## src/rtl/sprite_fetch_sched_pkg.sv

```systemverilog
// Shared constants, slot geometry and config FSM types for the sprite fetch scheduler.
package sprite_sched_pkg;
   localparam int NUM_SLOTS = 4;
   localparam int ADDR_W    = 17;
   localparam int CNT_W     = 10;

   typedef enum logic [1:0] {CFG_IDLE, CFG_PEND, CFG_COMMIT} cfg_state_t;

   typedef struct packed {
      logic             en;
      logic [CNT_W-1:0] x;
      logic [CNT_W-1:0] y;
   } slot_cfg_t;

   function automatic int slot_w(input int s);
      case (s)
         0:       return 200;
         1, 2:    return 80;
         default: return 210;
      endcase
   endfunction

   function automatic int slot_h(input int s);
      case (s)
         0:       return 90;
         1, 2:    return 80;
         default: return 40;
      endcase
   endfunction

   function automatic int slot_base(input int s);
      case (s)
         0:       return 0;
         1:       return 18000;
         2:       return 24400;
         default: return 30800;
      endcase
   endfunction
endpackage

```

## src/rtl/sprite_fetch_sched_if.sv

```systemverilog
// Pixel/config bus between the video timing side and the sprite fetch scheduler.
interface sprite_fetch_sched_if;
   import sprite_sched_pkg::*;
   logic [CNT_W-1:0]  h_cnt;
   logic [CNT_W-1:0]  v_cnt;
   logic              valid;
   logic              frame_start;
   logic              cfg_we;
   logic [1:0]        cfg_sel;
   logic [CNT_W-1:0]  cfg_x;
   logic [CNT_W-1:0]  cfg_y;
   logic              cfg_en;
   logic [ADDR_W-1:0] pixel_addr;
   logic              addr_valid;
   logic [1:0]        spr_id;
   logic              cfg_busy;

   modport master (
      output h_cnt, v_cnt, valid, frame_start, cfg_we, cfg_sel, cfg_x, cfg_y, cfg_en,
      input  pixel_addr, addr_valid, spr_id, cfg_busy
   );
   modport slave (
      input  h_cnt, v_cnt, valid, frame_start, cfg_we, cfg_sel, cfg_x, cfg_y, cfg_en,
      output pixel_addr, addr_valid, spr_id, cfg_busy
   );
endinterface

```

## src/rtl/sprite_fetch_sched_slot_match.sv

```systemverilog
// Per-slot window hit test and ROM address; TILE turns the slot into a scrolling full-screen tile.
module sprite_slot_match
   import sprite_sched_pkg::*;
#(
   parameter int W    = 80,
   parameter int H    = 80,
   parameter int BASE = 0,
   parameter bit TILE = 1'b0
) (
   input  logic [CNT_W-1:0]  h_cnt,
   input  logic [CNT_W-1:0]  v_cnt,
   input  logic              valid,
   input  slot_cfg_t         cfg,
   output logic              hit,
   output logic [ADDR_W-1:0] addr
);
   // 11-bit compares so x+W never wraps
   logic [10:0] h11, v11, x11, y11;
   assign h11 = {1'b0, h_cnt};
   assign v11 = {1'b0, v_cnt};
   assign x11 = {1'b0, cfg.x};
   assign y11 = {1'b0, cfg.y};

   if (TILE) begin : g_tile
      logic [10:0] hs, vs, hm, vm;
      assign hs   = h11 + x11;
      assign vs   = v11 + y11;
      assign hm   = hs % 11'(W);
      assign vm   = vs % 11'(H);
      assign hit  = cfg.en & valid;
      assign addr = ADDR_W'(BASE) + ADDR_W'(hm) + ADDR_W'(W) * ADDR_W'(vm);
   end else begin : g_win
      logic [10:0] dh, dv;
      assign dh   = h11 - x11;
      assign dv   = v11 - y11;
      assign hit  = cfg.en & valid &
                    (h11 >= x11) & (h11 < x11 + 11'(W)) &
                    (v11 >= y11) & (v11 < y11 + 11'(H));
      assign addr = ADDR_W'(BASE) + ADDR_W'(dh) + ADDR_W'(W) * ADDR_W'(dv);
   end
endmodule

```

## src/rtl/sprite_fetch_sched.sv

```systemverilog
// Four-slot sprite ROM fetch scheduler: 2-stage match/arbitrate pipeline with shadowed config.
// Build option: SCHED_TILE_EN makes slot0 a scrolling full-screen tile.
module sprite_fetch_sched
   import sprite_sched_pkg::*;
(
   input logic                 clk,
   input logic                 rst_n,
   sprite_fetch_sched_if.slave bus
);
`ifdef SCHED_TILE_EN
   localparam bit TILE0 = 1'b1;
`else
   localparam bit TILE0 = 1'b0;
`endif

   cfg_state_t                        state;
   logic                              busy_q;
   slot_cfg_t [NUM_SLOTS-1:0]         shadow_q, active_q;

   // Writes land in the shadow on the same edge as any transition, so a write
   // coinciding with frame_start in PEND is included in the following copy.
   always_ff @(posedge clk or negedge rst_n) begin
      if (!rst_n) begin
         state    <= CFG_IDLE;
         busy_q   <= 1'b0;
         shadow_q <= '0;
         active_q <= '0;
      end else begin
         if (bus.cfg_we)
            shadow_q[bus.cfg_sel] <= '{en: bus.cfg_en, x: bus.cfg_x, y: bus.cfg_y};
         case (state)
            CFG_IDLE: if (bus.cfg_we) begin
               state  <= CFG_PEND;
               busy_q <= 1'b1;
            end
            CFG_PEND: if (bus.frame_start) state <= CFG_COMMIT;
            CFG_COMMIT: begin
               active_q <= shadow_q;
               state    <= bus.cfg_we ? CFG_PEND : CFG_IDLE;
               busy_q   <= bus.cfg_we;
            end
            default: begin
               state  <= CFG_IDLE;
               busy_q <= 1'b0;
            end
         endcase
      end
   end

   logic [NUM_SLOTS-1:0]             hit, hit_q;
   logic [NUM_SLOTS-1:0][ADDR_W-1:0] addr, addr_q;

   for (genvar s = 0; s < NUM_SLOTS; s++) begin : g_slot
      sprite_slot_match #(
         .W    (slot_w(s)),
         .H    (slot_h(s)),
         .BASE (slot_base(s)),
         .TILE ((s == 0) ? TILE0 : 1'b0)
      ) u_match (
         .h_cnt (bus.h_cnt),
         .v_cnt (bus.v_cnt),
         .valid (bus.valid),
         .cfg   (active_q[s]),
         .hit   (hit[s]),
         .addr  (addr[s])
      );
   end

   always_ff @(posedge clk or negedge rst_n) begin
      if (!rst_n) begin
         hit_q  <= '0;
         addr_q <= '0;
      end else begin
         hit_q  <= hit;
         addr_q <= addr;
      end
   end

   logic [ADDR_W-1:0] sel_addr;
   logic [1:0]        sel_id;
   logic              sel_vld;

   // Scan high to low so the lowest-index hit ends up selected
   always_comb begin
      sel_addr = '0;
      sel_id   = '0;
      sel_vld  = 1'b0;
      for (int s = NUM_SLOTS - 1; s >= 0; s--) begin
         if (hit_q[s]) begin
            sel_addr = addr_q[s];
            sel_id   = 2'(s);
            sel_vld  = 1'b1;
         end
      end
   end

   logic [ADDR_W-1:0] pix_q;
   logic [1:0]        id_q;
   logic              vld_q;

   always_ff @(posedge clk or negedge rst_n) begin
      if (!rst_n) begin
         pix_q <= '0;
         id_q  <= '0;
         vld_q <= 1'b0;
      end else begin
         pix_q <= sel_addr;
         id_q  <= sel_id;
         vld_q <= sel_vld;
      end
   end

   assign bus.pixel_addr = pix_q;
   assign bus.spr_id     = id_q;
   assign bus.addr_valid = vld_q;
   assign bus.cfg_busy   = busy_q;
endmodule

```

## src/flat_wrapper.sv

```systemverilog
// flat-port wrapper written by rule: the top's interface ports become plain ports
module sprite_fetch_sched_flat import sprite_sched_pkg::*;
  (clk, rst_n, bus_h_cnt, bus_v_cnt, bus_valid, bus_frame_start, bus_cfg_we, bus_cfg_sel, bus_cfg_x, bus_cfg_y, bus_cfg_en, bus_pixel_addr, bus_addr_valid, bus_spr_id, bus_cfg_busy);
  sprite_fetch_sched_if bus_i ();
  input logic clk;
  input logic rst_n;
  input wire logic [$bits(bus_i.h_cnt)-1:0] bus_h_cnt;
  input wire logic [$bits(bus_i.v_cnt)-1:0] bus_v_cnt;
  input wire logic [$bits(bus_i.valid)-1:0] bus_valid;
  input wire logic [$bits(bus_i.frame_start)-1:0] bus_frame_start;
  input wire logic [$bits(bus_i.cfg_we)-1:0] bus_cfg_we;
  input wire logic [$bits(bus_i.cfg_sel)-1:0] bus_cfg_sel;
  input wire logic [$bits(bus_i.cfg_x)-1:0] bus_cfg_x;
  input wire logic [$bits(bus_i.cfg_y)-1:0] bus_cfg_y;
  input wire logic [$bits(bus_i.cfg_en)-1:0] bus_cfg_en;
  output wire logic [$bits(bus_i.pixel_addr)-1:0] bus_pixel_addr;
  output wire logic [$bits(bus_i.addr_valid)-1:0] bus_addr_valid;
  output wire logic [$bits(bus_i.spr_id)-1:0] bus_spr_id;
  output wire logic [$bits(bus_i.cfg_busy)-1:0] bus_cfg_busy;
  assign bus_i.h_cnt = bus_h_cnt;
  assign bus_i.v_cnt = bus_v_cnt;
  assign bus_i.valid = bus_valid;
  assign bus_i.frame_start = bus_frame_start;
  assign bus_i.cfg_we = bus_cfg_we;
  assign bus_i.cfg_sel = bus_cfg_sel;
  assign bus_i.cfg_x = bus_cfg_x;
  assign bus_i.cfg_y = bus_cfg_y;
  assign bus_i.cfg_en = bus_cfg_en;
  assign bus_pixel_addr = bus_i.pixel_addr;
  assign bus_addr_valid = bus_i.addr_valid;
  assign bus_spr_id = bus_i.spr_id;
  assign bus_cfg_busy = bus_i.cfg_busy;
  sprite_fetch_sched u_core (.clk(clk), .rst_n(rst_n), .bus(bus_i));
endmodule
```

## config.mk

```make
export PLATFORM = sky130hd
export DESIGN_NAME = sprite_fetch_sched_flat
export DESIGN_NICKNAME = d
export VERILOG_FILES = /design/src/rtl/sprite_fetch_sched_pkg.sv /design/src/rtl/sprite_fetch_sched_if.sv /design/src/rtl/sprite_fetch_sched_slot_match.sv /design/src/rtl/sprite_fetch_sched.sv /design/src/flat_wrapper.sv
export SDC_FILE = /design/constraint.sdc
export NUM_CORES = 1
export LEC_CHECK = 0
export CAP_MARGIN = 20
export CORE_MARGIN = 2
export CORE_UTILIZATION = 57
export CTS_CLUSTER_SIZE = 12
export DETAILED_ROUTE_END_ITERATION = 12
export PLACE_DENSITY = 0.78
export RECOVER_POWER = 100
export REMOVE_ABC_BUFFERS = 1
export SLEW_MARGIN = 20
export SYNTH_ARGS = -nofsm -noshare
export SYNTH_HDL_FRONTEND = slang
export SYNTH_HIERARCHICAL = 1
export SYNTH_SLANG_ARGS = --single-unit
export TNS_END_PERCENT = 30
```

## constraint.sdc

```tcl
create_clock -name clk -period 5.3 [get_ports clk]
set_input_delay 1.06 -clock clk [delete_from_list [all_inputs] [get_ports clk]]
set_output_delay 1.06 -clock clk [all_outputs]
set_load 0.01 [all_outputs]
```

==> reports/metrics.cfg, run 1 <==
[clock_network]
clockBufferDepth=3
tritoncts=done
htreeDepth=1
insertion_delay_ns=0.57
clock_sinks=263
root_buffer=clkbuf_16
path_clk_slew_ns=0.06
cts-hold-fix-buffers=0
numCtsBuffers=29

[timing]
hold_viol=0
rsz0062_at_grt=true
max_slew.worst_pin.slew_ns=3.99
finalCriticalPeriod_ns=5.64
fmax_mhz=177
maxSlewHeadroom_pct=-166
setup_violations=6
finalCritPeriodShare_pct=106
finalClockSkew_ns=0.00802
layout_setup_ws_ns=-0.344
slew_violations=249

[logic_synthesis]
synth-edff-count=0
synth_warnings=6
synth.area.mux_share_pct=9.49
synth_top_family_by_area=adder cells
synth_area_leaders=dfrtp_1, ha_1, mux2_2
avgSynthCellArea_um2=10.3
synth-simple-area-share_pct=7.71
ys_types=94
synth_cells=1960
synth_compound_area_share_pct=14.2
ys_seq_area_share_pct=32.5
synth-xor-area-share_pct=8.16
synth_area_leader_cell=dfrtp_1
yosysTopAreaCellShare_pct=32.5
syn-cell-area_mm2=0.0203
ys_ff_latch=263
synthAdderAreaFrac_pct=22.3
synthFlopType=dfrtp_1
async_flop_share_pct=100

[critical_path]
path_max_fanout=3
cp_data_required_time_ns=5.79
start_kind=primary input
crit_type=primary input to flop
arrival_ns=6.13
timing.rr.start=u_core/active_q[63]
timing.critical_path.from=bus_v_cnt[0]
cp-end-kind=flop

[global_routing]
grt_max_degree=134
grt_pass1_wl_mm=85.3
overflow=0
grt_pass1_vias=16700
antenna_found_initial=0
grt_use_total_pct=29.7

[floorplan]
start_util_pct=57.4
die_h_um=193
rows=69
coreArea_mm2=0.0353
dieArea_mm2=0.0371
io_pins=69
die_w_um=193

[drt]
viasPerCell=5.70
drc=0
num_vias=16100
drtAntennaViolNets=0
finalWirelength_mm=53.5
drt-wirelength-per-cell_um=18.9
drtIter0Drc=941
firstDrtPassIters=6

[hold_path]
min_path_type=flop to flop
hp-start=u_core/shadow_q[57]

[cells_and_area]
fin_cells=2827
layout_common_cells=buf_4, ha_1, dfrtp_1
final_common_cell=buf_4
diodes=0
drive_gt1_share_pct=27.4
nets=2740
areaGrowthSynthToFinish_pct=23.9

[outcome]
outcome=finished, violations left
violations=capacitance limit, slew limit, setup timing

[placed_design]
dpl.cell_count=2768
dp_hpwl_mm=42.6
place_congestion=0.951
portBuffers=68

[flow_run]
drv_cap=7

-- worst max-delay path: stages --
cell and delay (ns):
buf_8 0.11, inv_4 0.05, ha_4 0.12, inv_2 0.03, fa_2 0.36, a21oi_2 0.17
buf_4 0.13, buf_4 0.09, o22ai_2 0.09, buf_4 0.15, o41ai_4 0.40, xnor2_2 0.18
inv_2 0.07, fa_1 0.48, inv_1 0.07, ha_4 0.28, ha_4 0.19, ha_2 0.17
or3_1 0.40, o21a_1 0.23, xnor2_2 0.15, ha_2 0.34, o21a_1 0.18, nor2_2 0.06
a31oi_4 0.19, a21oi_2 0.08, o21ai_1 0.16, xnor2_1 0.14
-- area by class of cell --
| type | count | area [um^2] |
|---|---|---|
| Timing Repair Buffer | 390 | 3060 |
| Multi-Input combinational cell | 1420 | 13100 |
| Clock inverter | 9 | 98.8 |
| Sequential cell | 263 | 6580 |
| Clock buffer | 38 | 790 |
| Fill cell | 2476 | 10200 |
| Tap cell | 461 | 577 |
| Inverter | 246 | 926 |
-- sequential cells by signal, summed over array words and instances, names as in the netlist --
| name | cells |
|---|---|
| u_core/bus.pixel_addr | 17 |
| u_core/active_q | 84 |
| u_core/state | 2 |
| u_core/bus.cfg_busy | 1 |
| u_core/addr_q | 68 |
| u_core/bus.spr_id | 2 |
| u_core/shadow_q | 84 |
| u_core/bus.addr_valid | 1 |
| u_core/hit_q | 4 |
-- cell families (layout without fill, tap and decap cells) --
group                      count (synthesis)  after routing
adders and majority gates                342            342
xor gates and xnor gates                 180            180
and+or+nand+nor                          300            300
buffers and inverters                    277            683
DFF                                      263            263
muxes                                    171            171
AOI/OAI and AO/OA                        427            427
-- layer usage --
metal / global-route usage (%) / vias to the layer above / routed length, um
met5: 0 / - / 0
met4: 12.5 / 0 / 2490
met3: 3.69 / 139 / 2690
met2: 49.9 / 466 / 25000
met1: 38.7 / 7840 / 23300
li1: - / 7672 / -
-- repair_timing --
action / CTS / global route
resized for setup: 86 / 39
setup endpoints to repair: 21 / 16
endpoints found under the hold margin: 0 / 0
pin swaps: 58 / 32
buffers inserted: 10 / 3
-- final timing paths --
path	endpoint	slack (ns)	cells past startpoint
min reg2reg	u_core/shadow_q[57]	0.50	1
max reg2reg	u_core/addr_q[67]	-0.14	26
max in group asynchronous	u_core/shadow_q[77]	0.66	2
max	u_core/addr_q[67]	-0.34	28
min	u_core/shadow_q[57]	0.50	1
min in group asynchronous	u_core/shadow_q[68]	2.10	1
-- cells in the mapped netlist, types with 23 or more instances --
cell        n
nor2_1     92
a21oi_1   115
nand2b_1   30
o21ai_0    82
a21o_1     44
inv_1     245
mux2_2    167
nor3_1     25
nand2_1    45
nor2b_1    25
dfrtp_1   263
fa_1       31
ha_1      311
xnor2_1   126
o21a_1     23
xor2_1     47
-- through the flow --
stage               setup TNS [ns]  hold slack (ns)  util (%)  setup WS, ns  cell area [um^2]
floorplan                    -3.96            0.447         -        -0.792             20000
global placement            -21.92            0.475      66.9         -1.52             23600
detailed placement          -24.53            0.474      66.9         -1.69             23600
CTS                         -0.732            0.500      70.7        -0.266             25000
global route                -40.22            0.510      71.1        -0.533             25100
finish                       -1.13            0.497      71.1        -0.344             25100
Power of run 1 is left out: the tool's default activity adds up to more than one toggle a clock period on the data nets, which glitch-free logic cannot reach.
==> run 2, diff against run 1 <==
CORE_UTILIZATION = 58   (was 57)
PLACE_DENSITY = 0.76   (was 0.78)
clock period = 7.3 ns   (was 5.3 ns; I/O delays follow)
==> run 2 against run 1 <==
  * The flow finishes with violations (capacitance limit, slew limit)
  * Final cell count is 11% lower
  * First-iteration DRC count fell by 13%
  * Global-route usage decreased by 2.5 points
  * Clock-buffer cell count grew 3
  * Hold slack lost 0.017 ns
  * Wire length decreased by 9.9%
  * Core utilization is 6.4 points lower
  * Critical path depth is 2 lower
  * Critical path type unchanged
  * Highest routed layer unchanged
==> reports/metrics.cfg, run 2 (same netlist as run 1, synthesis figures left out) <==
[placed_design]
portBuffers=68  ; unchanged
place_ws_ns=-0.0388  ; +1.65 ns
dp_hpwl_mm=38.3  ; -10%
dpl.cell_count=2480  ; -10%
place_congestion=0.938  ; -1.4%

[cells_and_area]
areaGrowthSynthToFinish_pct=10.1
drive_gt1_share_pct=13.0  ; -14 points
nets=2445  ; -11%
layout_common_cells=ha_1, dfrtp_1, inv_1
diodes=0  ; unchanged
reg_top3=u_core/active_q x84, u_core/shadow_q x84, u_core/addr_q x68
final_common_cell=ha_1
utilization_pct=64.7  ; -6.4 points
fin_cells=2526  ; -11%

[drt]
firstDrtPassIters=7  ; +1
num_vias=14700  ; -8.5%
finalWirelength_mm=48.3  ; -9.9%
drt-wirelength-per-cell_um=19.1  ; +0.85%
drtAntennaViolNets=0  ; unchanged
drtIter0Drc=822  ; -13%
viasPerCell=5.84  ; +2.4%
drc=0  ; unchanged

[clock_network]
root_buffer=clkbuf_16
clockBufferDepth=3  ; unchanged
postCtsSetupRepairBufs=0  ; -10
insertion_delay_ns=0.55  ; -0.02 ns
htreeDepth=1  ; unchanged
numCtsBuffers=28  ; -3.4%
path_clk_slew_ns=0.06  ; about the same
tritoncts=done
clock_sinks=263  ; unchanged
ctsResizeCount=0  ; -100%
cts-hold-fix-buffers=0  ; unchanged

[floorplan]
io_pins=69  ; unchanged
rows=68  ; -1.4%
die_h_um=191  ; -0.85%
die_w_um=191  ; -0.85%
coreArea_mm2=0.0345  ; -2.4%
start_util_pct=58.8  ; +1.4 points
dieArea_mm2=0.0364  ; -1.7%

[flow_run]
drv_cap=6  ; -1

[outcome]
outcome=finished, violations left
violations=capacitance limit, slew limit

[global_routing]
grt_pass1_wl_mm=78.2  ; -8.3%
grt_pass1_vias=15100  ; -9.7%
overflow=0  ; unchanged
grt_use_total_pct=27.2  ; -2.5 points
antenna_found_initial=0  ; unchanged
grt_max_degree=114  ; -15%

[timing]
maxSlewHeadroom_pct=-240  ; -74 points
finalCriticalPeriod_ns=6.82
finalCritPeriodShare_pct=93.5
rsz0062_at_grt=false
max_slew.worst_pin.slew_ns=5.10  ; +1.11 ns
finalClockSkew_ns=0.00944  ; +0.00141 ns
layout_setup_ws_ns=0.476  ; +0.820 ns
setup_violations=0  ; -6
slew_violations=277  ; +11%
hold_viol=0  ; unchanged
fmax_mhz=147

[critical_path]
crit_type=primary input to flop
start_kind=primary input
cp-end-kind=flop
arrival_ns=7.28  ; +1.15 ns
cpPeakStageDelay_ns=0.61  ; +0.13 ns
cp_data_required_time_ns=7.76  ; +1.97 ns
path_max_fanout=4  ; +1
slowest_stage=or4_1

[hold_path]
min_path_type=flop to flop

run 2: final timing paths:
| check | from | endpoint | slack (ns) | depth (start not counted) |
|---|---|---|---|---|
| max in group asynchronous | rst_n | u_core/shadow_q[36] | 1.28 | 2 |
| min | u_core/hit_q[3] | u_core/bus.addr_valid | 0.48 | 2 |
| min in group asynchronous | rst_n | u_core/addr_q[65] | 2.93 | 1 |
| min reg2reg | u_core/hit_q[3] | u_core/bus.addr_valid | 0.48 | 2 |
| max | bus_v_cnt[0] | u_core/addr_q[66] | 0.48 | 26 |
| max reg2reg | u_core/active_q[66] | u_core/addr_q[66] | 1.41 | 24 |
run 2: layout make-up:
cell class	instances	area, um^2
clock buffers	41	831
clock inverters	5	77.6
fillers	2712	12200
inverters	246	923
multi-input cells	1420	12500
flip-flops and latches	263	6580
well taps	455	569
repair buffers	96	853
run 2: layer usage:
metal	routed length (um)	track usage, %
met1	22200	37.6
met2	22500	45.7
met3	2000	2.54
met4	1520	7.69
met5	0	0
run 2: worst max-delay path, delay by kind of cell:
family | cells | cell delay (ns)
compound gates | 4 | 0.59
xor+xnor | 3 | 0.48
buf+inv | 7 | 0.83
fa+ha+maj | 8 | 2.65
simple gates | 3 | 1.01
mux | 1 | 0.27
run 2: metrics by stage:
step / cell area [um^2] / hold WS (ns) / TNS (ns)
floorplan: 20000 / 0.447 / 0
global placement: 21500 / 0.466 / 0
CTS: 22400 / 0.478 / 0
detailed placement: 21500 / 0.466 / -0.0684
global route: 22300 / 0.496 / 0
finish: 22300 / 0.479 / 0
Power of run 2 is left out for the same reason.
